==> src/rtl/sys_bridge_pkg.sv <==
// Shared types and constants for the CPU-to-peripheral bridge.
package sys_bridge_pkg;

  // Default device windows; each window spans 64 bytes (16 words).
  localparam logic [31:0] DEV0_BASE_DEF = 32'h0000_7F00;
  localparam logic [31:0] DEV1_BASE_DEF = 32'h0000_7F40;
  localparam logic [31:0] IRQ_BASE_DEF  = 32'h0000_7F80;
  localparam int          WIN_BYTES     = 64;

  // Number of interrupt lines collected: {DEV_IRQ1, DEV_IRQ0}.
  localparam int IRQ_W = 6;

  // Word offsets of the bridge-internal registers inside the IRQ window.
  localparam logic [3:0] REG_PEND = 4'd0;
  localparam logic [3:0] REG_MASK = 4'd1;

  typedef enum logic [1:0] {
    IDLE,
    ACCESS,
    RESP
  } state_t;

  typedef enum logic [1:0] {
    T_DEV0,
    T_DEV1,
    T_IRQ,
    T_NONE
  } target_t;

  // Map the upper word-address bits (byte address [31:6]) onto a target.
  function automatic target_t decode_target(
    input logic [25:0] addr_hi,
    input logic [25:0] dev0_hi,
    input logic [25:0] dev1_hi,
    input logic [25:0] irq_hi
  );
    if (addr_hi == dev0_hi)      return T_DEV0;
    else if (addr_hi == dev1_hi) return T_DEV1;
    else if (addr_hi == irq_hi)  return T_IRQ;
    else                         return T_NONE;
  endfunction

endpackage

==> src/rtl/sys_bridge_irq_pend.sv <==
// Interrupt collector: rising-edge detect, write-1-to-clear pending bits
// with set priority, a mask register and the masked HWInt output.
module irq_pend
  import sys_bridge_pkg::*;
(
  input  logic             CLK,
  input  logic             RST,
  input  logic [IRQ_W-1:0] irq_in,
  input  logic [IRQ_W-1:0] clr,
  input  logic             mask_we,
  input  logic [IRQ_W-1:0] mask_wd,
  output logic [IRQ_W-1:0] pend,
  output logic [IRQ_W-1:0] mask,
  output logic [IRQ_W-1:0] hwint
);

  logic [IRQ_W-1:0] irq_q;
  logic [IRQ_W-1:0] rise;

  assign rise = irq_in & ~irq_q;

  // Sample the lines, update pending (a new edge beats a same-cycle clear) and the mask.
  // NOTE: sequential state uses non-blocking assignments so every flop samples pre-edge values.
  always_ff @(posedge CLK) begin
    if (!RST) begin
      irq_q <= '0;
      pend  <= '0;
      mask  <= '0;
    end else begin
      irq_q <= irq_in;
      pend  <= (pend & ~clr) | rise;
      if (mask_we) mask <= mask_wd;
    end
  end

  assign hwint = pend & mask;

endmodule

==> src/rtl/sys_bridge.sv <==
// CPU data-port to peripheral-bus bridge: address decode, fixed
// IDLE/ACCESS/RESP handshake, read-data return and interrupt collection.
module sys_bridge
  import sys_bridge_pkg::*;
#(
  parameter logic [31:0] DEV0_BASE = DEV0_BASE_DEF,
  parameter logic [31:0] DEV1_BASE = DEV1_BASE_DEF,
  parameter logic [31:0] IRQ_BASE  = IRQ_BASE_DEF
) (
  input  logic        CLK,
  input  logic        RST,
  input  logic [29:0] PrAddr,
  input  logic        PrReq,
  input  logic        PrWE,
  input  logic [31:0] PrWD,
  output logic [31:0] PrRD,
  output logic        PrReady,
  output logic        PrErr,
  output logic [5:0]  HWInt,
  output logic [3:0]  DEV_ADD,
  output logic [31:0] DEV_WD,
  output logic        DEV_WE,
  output logic [1:0]  DEV_STB,
  input  logic [31:0] DEV_RD0,
  input  logic [31:0] DEV_RD1,
  input  logic [2:0]  DEV_IRQ0,
  input  logic [2:0]  DEV_IRQ1
);

  state_t           state_q, state_d;
  target_t          tgt_q;
  logic [3:0]       idx_q;
  logic             we_q;
  logic [31:0]      wd_q;
  logic [31:0]      rd_q;
  logic [31:0]      rd_mux;

  logic [IRQ_W-1:0] irq_pend_v;
  logic [IRQ_W-1:0] irq_mask_v;
  logic [IRQ_W-1:0] irq_clr;
  logic             irq_mask_we;
  logic             irq_wr;

  // State register.
  always_ff @(posedge CLK) begin
    if (!RST) state_q <= IDLE;
    else      state_q <= state_d;
  end

  // Next-state logic: every accepted request takes exactly three cycles.
  // NOTE: combinational blocks assign a default first so no latch is inferred.
  always_comb begin
    state_d = state_q;
    unique case (state_q)
      IDLE:    if (PrReq) state_d = ACCESS;
      ACCESS:  state_d = RESP;
      RESP:    state_d = IDLE;
      default: state_d = IDLE;
    endcase
  end

  // Output logic: strobe only device targets in ACCESS, completion pulse in RESP.
  always_comb begin
    DEV_STB = 2'b00;
    DEV_WE  = 1'b0;
    PrReady = 1'b0;
    PrErr   = 1'b0;
    unique case (state_q)
      ACCESS: begin
        if (tgt_q == T_DEV0) begin
          DEV_STB = 2'b01;
          DEV_WE  = we_q;
        end else if (tgt_q == T_DEV1) begin
          DEV_STB = 2'b10;
          DEV_WE  = we_q;
        end
      end
      RESP: begin
        PrReady = 1'b1;
        PrErr   = (tgt_q == T_NONE);
      end
      default: ;
    endcase
  end

  assign DEV_ADD = idx_q;
  assign DEV_WD  = wd_q;
  assign PrRD    = rd_q;

  // Read-data source for the access in flight; unmapped and spare slots read 0.
  always_comb begin
    rd_mux = '0;
    unique case (tgt_q)
      T_DEV0: rd_mux = DEV_RD0;
      T_DEV1: rd_mux = DEV_RD1;
      T_IRQ: begin
        if (idx_q == REG_PEND)      rd_mux = {{(32-IRQ_W){1'b0}}, irq_pend_v};
        else if (idx_q == REG_MASK) rd_mux = {{(32-IRQ_W){1'b0}}, irq_mask_v};
      end
      default: rd_mux = '0;
    endcase
  end

  // Request latch in IDLE and read-data capture at the edge closing ACCESS.
  always_ff @(posedge CLK) begin
    if (!RST) begin
      tgt_q <= T_NONE;
      idx_q <= '0;
      we_q  <= 1'b0;
      wd_q  <= '0;
      rd_q  <= '0;
    end else begin
      if (state_q == IDLE && PrReq) begin
        tgt_q <= decode_target(PrAddr[29:4], DEV0_BASE[31:6],
                               DEV1_BASE[31:6], IRQ_BASE[31:6]);
        idx_q <= PrAddr[3:0];
        we_q  <= PrWE;
        wd_q  <= PrWD;
      end
      if (state_q == ACCESS) rd_q <= rd_mux;
    end
  end

  // Internal register writes land on the same edge as a device write would.
  assign irq_wr      = (state_q == ACCESS) && (tgt_q == T_IRQ) && we_q;
  assign irq_clr     = (irq_wr && idx_q == REG_PEND) ? wd_q[IRQ_W-1:0] : '0;
  assign irq_mask_we = irq_wr && (idx_q == REG_MASK);

  irq_pend u_irq_pend (
    .CLK     (CLK),
    .RST     (RST),
    .irq_in  ({DEV_IRQ1, DEV_IRQ0}),
    .clr     (irq_clr),
    .mask_we (irq_mask_we),
    .mask_wd (wd_q[IRQ_W-1:0]),
    .pend    (irq_pend_v),
    .mask    (irq_mask_v),
    .hwint   (HWInt)
  );

endmodule
==> config.mk <==
export PLATFORM = sky130hd
export DESIGN_NAME = sys_bridge
export DESIGN_NICKNAME = d
export VERILOG_FILES = /design/src/rtl/sys_bridge_pkg.sv /design/src/rtl/sys_bridge_irq_pend.sv /design/src/rtl/sys_bridge.sv
export SDC_FILE = /design/constraint.sdc
export NUM_CORES = 1
export LEC_CHECK = 0
export CORE_MARGIN = 8
export CORE_UTILIZATION = 39
export DETAILED_ROUTE_END_ITERATION = 10
export HOLD_SLACK_MARGIN = 0.12
export PLACE_DENSITY = 0.82
export SYNTH_ARGS = -nofsm -noshare
export SYNTH_HDL_FRONTEND = slang
export SYNTH_HIERARCHICAL = 1
export SYNTH_SLANG_ARGS = --single-unit
export TNS_END_PERCENT = 20
==> constraint.sdc <==
create_clock -name CLK -period 2.2 [get_ports CLK]
set_clock_uncertainty 0.2 [all_clocks]
set_input_delay 0.33 -clock CLK [delete_from_list [all_inputs] [get_ports CLK]]
set_output_delay 0.33 -clock CLK [all_outputs]
set_load 0.02 [all_outputs]
==> flow_metrics.tcl, run 1 <==
set metrics [dict create \
    p_leak_uw 0.002407 \
    numPortBuffers 214 \
    grt_pass1_wl_microns 20330 \
    worstSetupStartpoint "DEV_ADD[3]" \
    arrival_ps 1560 \
    hold_class "flop to flop" \
    ios 215 \
    p_sw_share_pct 26.38 \
    dp_hpwl_microns 10500 \
    slew_headroom_pct 74.19 \
    drc 0 \
    avgSynthCellArea_sq_um 9.259 \
    numClockSinks 91 \
    dr.first_iter.drc_count 142 \
    muxShareOfSynthArea_pct 12.15 \
    status "finished, final reports clean" \
    synth_common_cells "91 x dfxtp_1, 74 x nand2_1, 37 x a21oi_1" \
    core_area_sq_um 9819 \
    die_width_microns 116.7 \
    seqPwrFrac_pct 48.8 \
    synth.yosys.seq_area_share_pct 46.08 \
    cp-start-kind "flop" \
    path_buf_inv 1 \
    cts_buffers 9 \
    multi_input_area_sq_um 1946 \
    syn_area_sq_um 3954 \
    num_rows 36 \
    cts_resized 5 \
    max_freq_mhz 477.7 \
    firstDrtPassIters 5 \
    period_needed_ps 2093 \
    synthFlopType "dfxtp_1" \
    grt_max_degree 28 \
    cp_top_family "buffers and inverters" \
    syn2layout_area_growth_pct 62.72 \
    finalHoldViolations 0 \
    regArea_sq_um 1823 \
    grt_util_all_layers_pct 18.94 \
    root_buffer "clkbuf_8" \
    critPathCaptureType "output port" \
    post_cts_buffers 0 \
    ys_warn_count 6 \
    synth_top_cell_by_area "dfxtp_1" \
    comb_power_share_pct 18.0 \
    ir_worst_vdd_mv 0.3514 \
    drtAntennaViolNets 0 \
    drive_gt1_share_pct 13.45 \
    cp_slowest_cell "clkdlybuf4s50_1" \
    cp_max_fo 10 \
    path_class "flop to output port" \
    die-area_sq_um 13620 \
    synth-compound-area-share_pct 13.29 \
    grt_overflow 0 \
    cts_buffer_depth 2 \
    vias 3845 \
    power_frac_clock_pct 33.2 \
    synthTopCellsByArea "dfxtp_1 46%, mux2_2 9.1%, nand2_1 7.0%" \
    synth_fa_ha_area_share_pct 0 \
    slew_viol_final 0 \
    synth_xor_xnor_area_share_pct 0 \
    power_density_nw_per_um2 558.4 \
    cts_tree "done" \
    synth-edff-count 0 \
    viasPerCell 4.929 \
    netSwitchingPower_uw 947.7 \
    start_util_pct 40.27 \
    hp-start "DEV_WD[22]" \
    syn_nets 563 \
    synth_top_family_by_area "simple AND/OR/NAND/NOR gates" \
    clock_latency_ps 360 \
    grt_pass1_vias 4109 \
    antenna_cells 0 \
    synth_top_area_share_pct 46.08 \
    setup-tns-final_ps 0 \
    synthSimpleGateAreaFrac_pct 23.61 \
    antenna_found_initial 0 \
    tightest_slew_ps 385.6 \
    routed_wl_microns 13170 \
    synth_most_common_cell "dfxtp_1" \
    die_y_microns 116.7 \
    r2r-start "tgt_q[1]" \
    yosys_register_bits 91 \
    wire_per_inst_microns 16.89 \
    nets 778 \
    nFillCells 833 \
    path_cells "clkdlybuf4s50_1" \
    min_period_over_period_pct 95.15 \
    clkTransAtPathRegs_ps 100 \
    cts-htree-levels 3 \
    worstPathRequired_ps 1670 \
    place.gp.congestion 0.8060 \
    drv_cap 0 \
    finalSetupViolCount 0 \
    ys_types 36 \
    final_util_pct 65.52 \
    async_flop_share_pct 0 \
    p_int_uw 2645 \
    max_stage_delay_ps 690 \
    rsz0062_at_grt "false" \
    syn_inst 427 \
    cts_hold_buffers 0 \
]
metrics by stage:
step / worst slack (ps) / cells / instance area, sq um / hold slack, ps / power (uW)
after CTS: 84.91 / 780 / 6434 / 259.4 / 3628
after global routing: 30.80 / 780 / 6434 / 275.3 / 3743
after floorplan: 375.5 / 427 / 3954 / 244.8 / 2039
final: 106.8 / 780 / 6434 / 259.4 / 3593
after detailed placement: 159.7 / 764 / 6235 / 247.3 / 2442
after global placement: 169.2 / 764 / 6235 / 241.4 / 2426
flip-flops by register name, indices dropped and copies added (netlist names):
register	cells
u_irq_pend/irq_q	6
state_q	2
u_irq_pend/pend	6
we_q	1
DEV_WD	32
u_irq_pend/mask	6
PrRD	32
DEV_ADD	4
tgt_q	2
path summary, 6_finish.rpt:
kind                         to  slack (ps)  cells past startpoint
max                  DEV_ADD[3]         110                      1
min                  DEV_WD[22]         260                      2
max reg2reg  u_irq_pend/pend[4]         190                      6
min reg2reg          DEV_WD[22]         260                      2
power by group through the flow:
stage | Clock [uW] | Sequential, uW | Combinational, uW
6_report | 1190 | 1750 | 647
5_1_grt | 1280 | 1760 | 699
4_1_cts | 1220 | 1750 | 653
3_5_place_dp | 0 | 1790 | 651
3_3_place_gp | 0 | 1790 | 640
2_1_floorplan | 0 | 1840 | 196
placed cells by master, fill, tap and decap left out, drive strengths merged, types with 9 or more instances in the layout:
master and n:
clkdlybuf4s50 209, dfxtp 91, nand2 74, a21oi 37, mux2 32, nor2 29, a22oi 26, and2 20
buf 19, nand2b 14, mux2i 12, clkbuf 9
layout make-up:
cell class | instances | area share (%)
inverters | 4 | 0.2334
multi-input cells | 303 | 30.24
flip-flops and latches | 91 | 28.34
clock buffers | 9 | 1.925
well taps | 133 | 2.587
clock inverters | 7 | 1.264
repair buffers | 233 | 35.41
routing by layer:
| metal | track usage, % | share of wire, % |
|---|---|---|
| met1 | 20.63 | 39 |
| met2 | 33.17 | 50 |
| met4 | 7.167 | 2.1 |
| met5 | 0 | 0 |
| met3 | 6.515 | 9.1 |
cell families (layout without fill, tap and decap cells):
logic type,after synthesis,in the layout
simple gates,176,176
compound gates,83,83
flops,91,91
mux,44,44
buf+inv,33,253
Note: power is estimated with default switching activity, not from simulation.
==> inputs of run 2 (changes only) <==
Settings changed: ABC_AREA set to 1, PLACE_DENSITY 0.82 to 0.83, SETUP_SLACK_MARGIN set to 0.2.
==> run 2 against run 1 <==
- utilization fell by 0.42 points
- critical path depth rose by 2
- die area fell by 1.4%
- count of clock-buffer cells in the layout rose by 3
- critical path type unchanged
- critical endpoint is now HWInt[2]
- largest cell class unchanged
==> flow_metrics.tcl, run 2 <==
set metrics [dict create \
    status "finished, final reports clean" \
    ir_worst_vdd_mv 0.3631 \
    synth.yosys.seq_area_share_pct 46.83 \
    grt_util_met2_pct 34.22 \
    power_uw 3571 \
    synth_common_cells "175 x nand2_1, 96 x nor2_1, 91 x dfxtp_1" \
    ios 215 \
    yosys_register_bits 91 \
    avgSynthCellArea_sq_um 6.946 \
    syn_area_sq_um 3890 \
    cp_max_fo 3 \
    final_common_cell "clkdlybuf4s50_1" \
    dr.first_iter.drc_count 253 \
    numPortBuffers 214 \
    async_flop_share_pct 0 \
    max_stage_delay_ps 610 \
    grt_util_all_layers_pct 19.57 \
    max_freq_mhz 504.3 \
    synth_most_common_cell "nand2_1" \
    die-area_sq_um 13430 \
    synth_top_area_share_pct 46.83 \
    vias 4275 \
    antenna_found_initial 1 \
    viasPerCell 4.698 \
    grt.busiest_layer "met2" \
    worstPathRequired_ps 1670 \
    grt_overflow 0 \
    drive_gt1_share_pct 6.692 \
    root_buffer "clkbuf_8" \
    setup-tns-final_ps 0 \
    rr_worst_depth 8 \
    clkTransAtPathRegs_ps 90 \
    syn_inst 560 \
    final_cell_count_no_fill 910 \
    place_inst 894 \
    tightest_slew_ps 492.5 \
    synth_top_cell_by_area "dfxtp_1" \
    layout_setup_ws_ps 217.1 \
    nets 908 \
    rr_endpoint "u_irq_pend/mask[3]" \
    grt_pass1_wl_microns 21020 \
    numClockSinks 91 \
    grt_pass1_vias 4354 \
    worstSetupStartpoint "u_irq_pend/pend[2]" \
    reg2reg_slack_ps 480 \
    finalHoldViolations 0 \
    drc 0 \
    firstDrtPassIters 4 \
    slew_viol_final 0 \
    syn_nets 696 \
    wire_per_inst_microns 14.78 \
    syn2layout_area_growth_pct 62.82 \
    min_period_over_period_pct 90.13 \
    grt_max_degree 49 \
    ys_types 26 \
    path_buf_inv 2 \
    cp_top_family "buffers and inverters" \
    drv_cap 0 \
    cts_buffers 9 \
    path_cells "nand2_1 > inv_1 > clkdlybuf4s50_1" \
    start_util_pct 39.98 \
    routed_wl_microns 13450 \
    critical_path_depth 3 \
    ys_warn_count 6 \
    path_class "flop to output port" \
    synthTopCellsByArea "dfxtp_1 47%, nand2_1 17%, nor2_1 9.3%" \
    rsz0062_at_grt "true" \
    critPathCaptureType "output port" \
    cts_hold_buffers 0 \
    met1_usage_pct 20.86 \
    cts_buffer_depth 2 \
    p_leak_uw 0.002569 \
    num_rows 36 \
    arrival_ps 1450 \
    finalSetupViolCount 0 \
    synthFlopType "dfxtp_1" \
    cp-start-kind "flop" \
    endpoint "HWInt[2]" \
    place.gp.congestion 0.8683 \
    grt_use_met3_pct 7.400 \
    clock_latency_ps 350 \
    cts-htree-levels 3 \
    dpl-instance-area_sq_um 6170 \
    drtAntennaViolNets 0 \
    cp_slowest_cell "clkdlybuf4s50_1" \
    cts_tree "done" \
    core_area_sq_um 9729 \
    die_width_microns 115.9 \
    dp_slack_ps 212.6 \
    antenna_cells 0 \
    die_y_microns 115.9 \
    slew_headroom_pct 67.05 \
    synth-edff-count 0 \
    power_density_nw_per_um2 563.8 \
    fin_area_sq_um 6334 \
    hold_class "primary input to flop" \
    dp_hpwl_microns 10580 \
    period_needed_ps 1983 \
    mostFrequentLayoutCells "208 x clkdlybuf4s50_1, 175 x nand2_1, 96 x nor2_1" \
    r2r-start "DEV_ADD[0]" \
]
## run 2: stage by stage
stage | hold slack (ps) | utilization, %
after floorplan | 222.3 | -
after global placement | 228.4 | 63.41
after detailed placement | 237.6 | 63.41
after CTS | 134.3 | 65.12
after global routing | 139.2 | 65.10
final | 131.2 | 65.10
## run 2: worst min-delay path by stage
| stage | start | end | slack (ps) | cells after the start |
|---|---|---|---|---|
| after detailed placement | u_irq_pend/irq_q[0] | u_irq_pend/pend[0] | 240 | 3 |
| final | RST | DEV_WD[10] | 130 | 3 |
| after global routing | RST | DEV_WD[10] | 140 | 3 |
| after floorplan | u_irq_pend/irq_q[0] | u_irq_pend/pend[0] | 220 | 3 |
| after global placement | u_irq_pend/irq_q[0] | u_irq_pend/pend[0] | 230 | 3 |
| after CTS | RST | DEV_WD[10] | 130 | 3 |
## run 2: layout make-up
cell class              count  area, sq um
clock buffers              12        145.1
clock inverters             4        26.28
fillers                   901         3396
inverters                  54        205.2
multi-input cells         389         1725
flip-flops and latches     91         1824
well taps                 133        166.4
repair buffers            227         2241
## run 2: what timing repair did
| item | CTS | global route |
|---|---|---|
| gates resized for setup | 4 | 9 |
| setup buffers | 0 | 0 |
| gates cloned | 0 | 0 |
| setup endpoints to repair | 6 | 10 |
## run 2: layer usage
layer	vias to the layer above	share of wire, %
li1	2173	-
met1	1938	38
met2	139	51
met3	23	8.6
met4	2	1.7
met5	-	0.074
## run 2: tightest hold or removal path: cells and delay by family
kind,cells,cell delay [ps]
AO/OA/AOI/OAI,1,100
buffers and inverters,1,170
AND/OR/NAND/NOR,1,40
## run 2: power by group
group          leakage, uW  internal, uW  total [uW]  switching [uW]
clock            0.0000863           441        1000             562
combinational      0.00174           419         775             357
sequential        0.000747          1740        1790            56.3
total              0.00257          2600        3570             975
## run 2: cells by family (layout without fill, tap and decap cells)
logic type | count (synthesis) | after routing | synth area share, %
AND/OR/NAND/NOR | 311 | 311 | 33.32
flip-flops | 91 | 91 | 46.83
buffers and inverters | 80 | 297 | 8.974
AO/OA/AOI/OAI | 78 | 78 | 10.87
==> inputs of run 3 (changes only) <==
Settings changed: ABC_AREA 1 to unset, PLACE_DENSITY 0.83 to 0.82.
==> run 3 against run 2 <==
- global-route usage down 0.60 points
- sequential share of layout area down 0.42 points
- critical path depth down 1
- cell count down 14%
- non-clock buffer count up 6
- register-to-register slack worse by 140 ps
- worst setup slack worse by 38 ps
- sequential power down 2%
- highest routed layer is now met4
==> flow_metrics.tcl, run 3 (synthesis results as in run 1) <==
set metrics [dict create \
    status "finished, final reports clean" \
    min_period_over_period_pct 91.86 \
    syn2layout_area_growth_pct 62.88 \
    cts_buffer_depth 2 \
    clock_latency_ps 360 \
    place.gp.congestion 0.8060 \
    comb_power_share_pct 18.0 \
    die-area_sq_um 13620 \
    viasPerCell 4.941 \
    period_needed_ps 2021 \
    die_width_microns 116.7 \
    multi_input_area_sq_um 1946 \
    max_freq_mhz 494.8 \
    grt_pass1_wl_microns 20360 \
    final_cell_count_no_fill 780 \
    worstSetupStartpoint "u_irq_pend/mask[5]" \
    grt_util_all_layers_pct 18.97 \
    tightest_slew_ps 384.9 \
    ir_worst_vdd_mv 0.3495 \
    root_buffer "clkbuf_8" \
    place_inst 764 \
    path_buf_inv 1 \
    grt_max_degree 28 \
    numPortBuffers 214 \
    cts_tree "done" \
    cts-htree-levels 3 \
    rsz0062_at_grt "true" \
    finalSetupViolCount 0 \
    cts_resized 9 \
    firstDrtPassIters 4 \
    vias 3854 \
    setup-tns-final_ps 0 \
    slew_viol_final 0 \
    grt_pass1_vias 4109 \
    drc 0 \
    post_cts_buffers 0 \
    p_int_uw 2644 \
    power_frac_clock_pct 33.2 \
    netSwitchingPower_uw 948.1 \
    hold_class "flop to flop" \
    cp_max_fo 3 \
    final_common_cell "clkdlybuf4s50_1" \
    p_leak_uw 0.002396 \
    power_uw 3592 \
    seqPwrFrac_pct 48.8 \
    p_sw_share_pct 26.39 \
    dr.first_iter.drc_count 142 \
    finalHoldViolations 0 \
    r2r-start "tgt_q[1]" \
    drive_gt1_share_pct 14.22 \
    num_rows 36 \
    die_y_microns 116.7 \
    slew_headroom_pct 74.23 \
    power_density_nw_per_um2 557.8 \
    routed_wl_microns 13190 \
    numClockSinks 91 \
    nets 778 \
    worstPathRequired_ps 1670 \
    path_cells "and2_1 > clkdlybuf4s50_1" \
    max_stage_delay_ps 620 \
    mostFrequentLayoutCells "209 x clkdlybuf4s50_1, 88 x dfxtp_1, 74 x nand2_1" \
    hold_slack_ps 259.4 \
    cp_slowest_cell "clkdlybuf4s50_1" \
    nFillCells 828 \
    hp-start "DEV_WD[22]" \
    path_class "flop to output port" \
    antenna_cells 0 \
    arrival_ps 1490 \
    wire_per_inst_microns 16.91 \
    grt_overflow 0 \
    layout_setup_ws_ps 179.1 \
    cts_buffers 9 \
    cp-start-kind "flop" \
    core_area_sq_um 9819 \
    regArea_sq_um 1828 \
    dp_slack_ps 159.7 \
    drv_cap 0 \
    cp_top_family "buffers and inverters" \
    critPathCaptureType "output port" \
    drtAntennaViolNets 0 \
    ios 215 \
    start_util_pct 40.27 \
    dp_hpwl_microns 10500 \
    antenna_found_initial 0 \
    clkTransAtPathRegs_ps 100 \
    cts_hold_buffers 0 \
]
[run 3: through the flow]
stage               area [sq um]  utilization, %
finish                      6440           65.58
global route                6440           65.58
CTS                         6439           65.57
detailed placement          6235           63.49
global placement            6235           63.49
floorplan                   3954               -
[run 3: tightest hold or removal path: stages (launching register included)]
cell and delay, ps:
dfxtp_1 320, nand2_1 50, a21oi_1 50
[run 3: layout make-up]
| cell class | count | area share (%) |
|---|---|---|
| clock inverter | 7 | 1.263 |
| timing repair buffer | 233 | 35.40 |
| tap | 133 | 2.584 |
| sequential | 91 | 28.39 |
| clock buffer | 9 | 1.923 |
| multi-input combinational | 303 | 30.21 |
| inverter | 4 | 0.2331 |
[run 3: worst paths after layout]
kind / to / slack (ps) / cells after the start
max: HWInt[5] / 180 / 2
min: DEV_WD[22] / 260 / 2
min reg2reg: DEV_WD[22] / 260 / 2
max reg2reg: u_irq_pend/pend[4] / 340 / 6
[run 3: metal layers]
metal / vias to the layer above / share of wire, % / track usage (%)
met2: 146 / 50 / 33.17
met3: 18 / 9.2 / 6.515
met1: 1790 / 38 / 20.72
li1: 1900 / - / -
met5: - / 0 / 0
met4: 0 / 2.1 / 7.167
[run 3: power groups by stage]
| stage | clock [uW] | sequential, uW | combinational, uW |
|---|---|---|---|
| finish | 1190 | 1750 | 647 |
| global route | 1280 | 1760 | 699 |
| CTS | 1220 | 1750 | 653 |
| detailed placement | 0 | 1790 | 651 |
| global placement | 0 | 1790 | 640 |
| floorplan | 0 | 1840 | 196 |
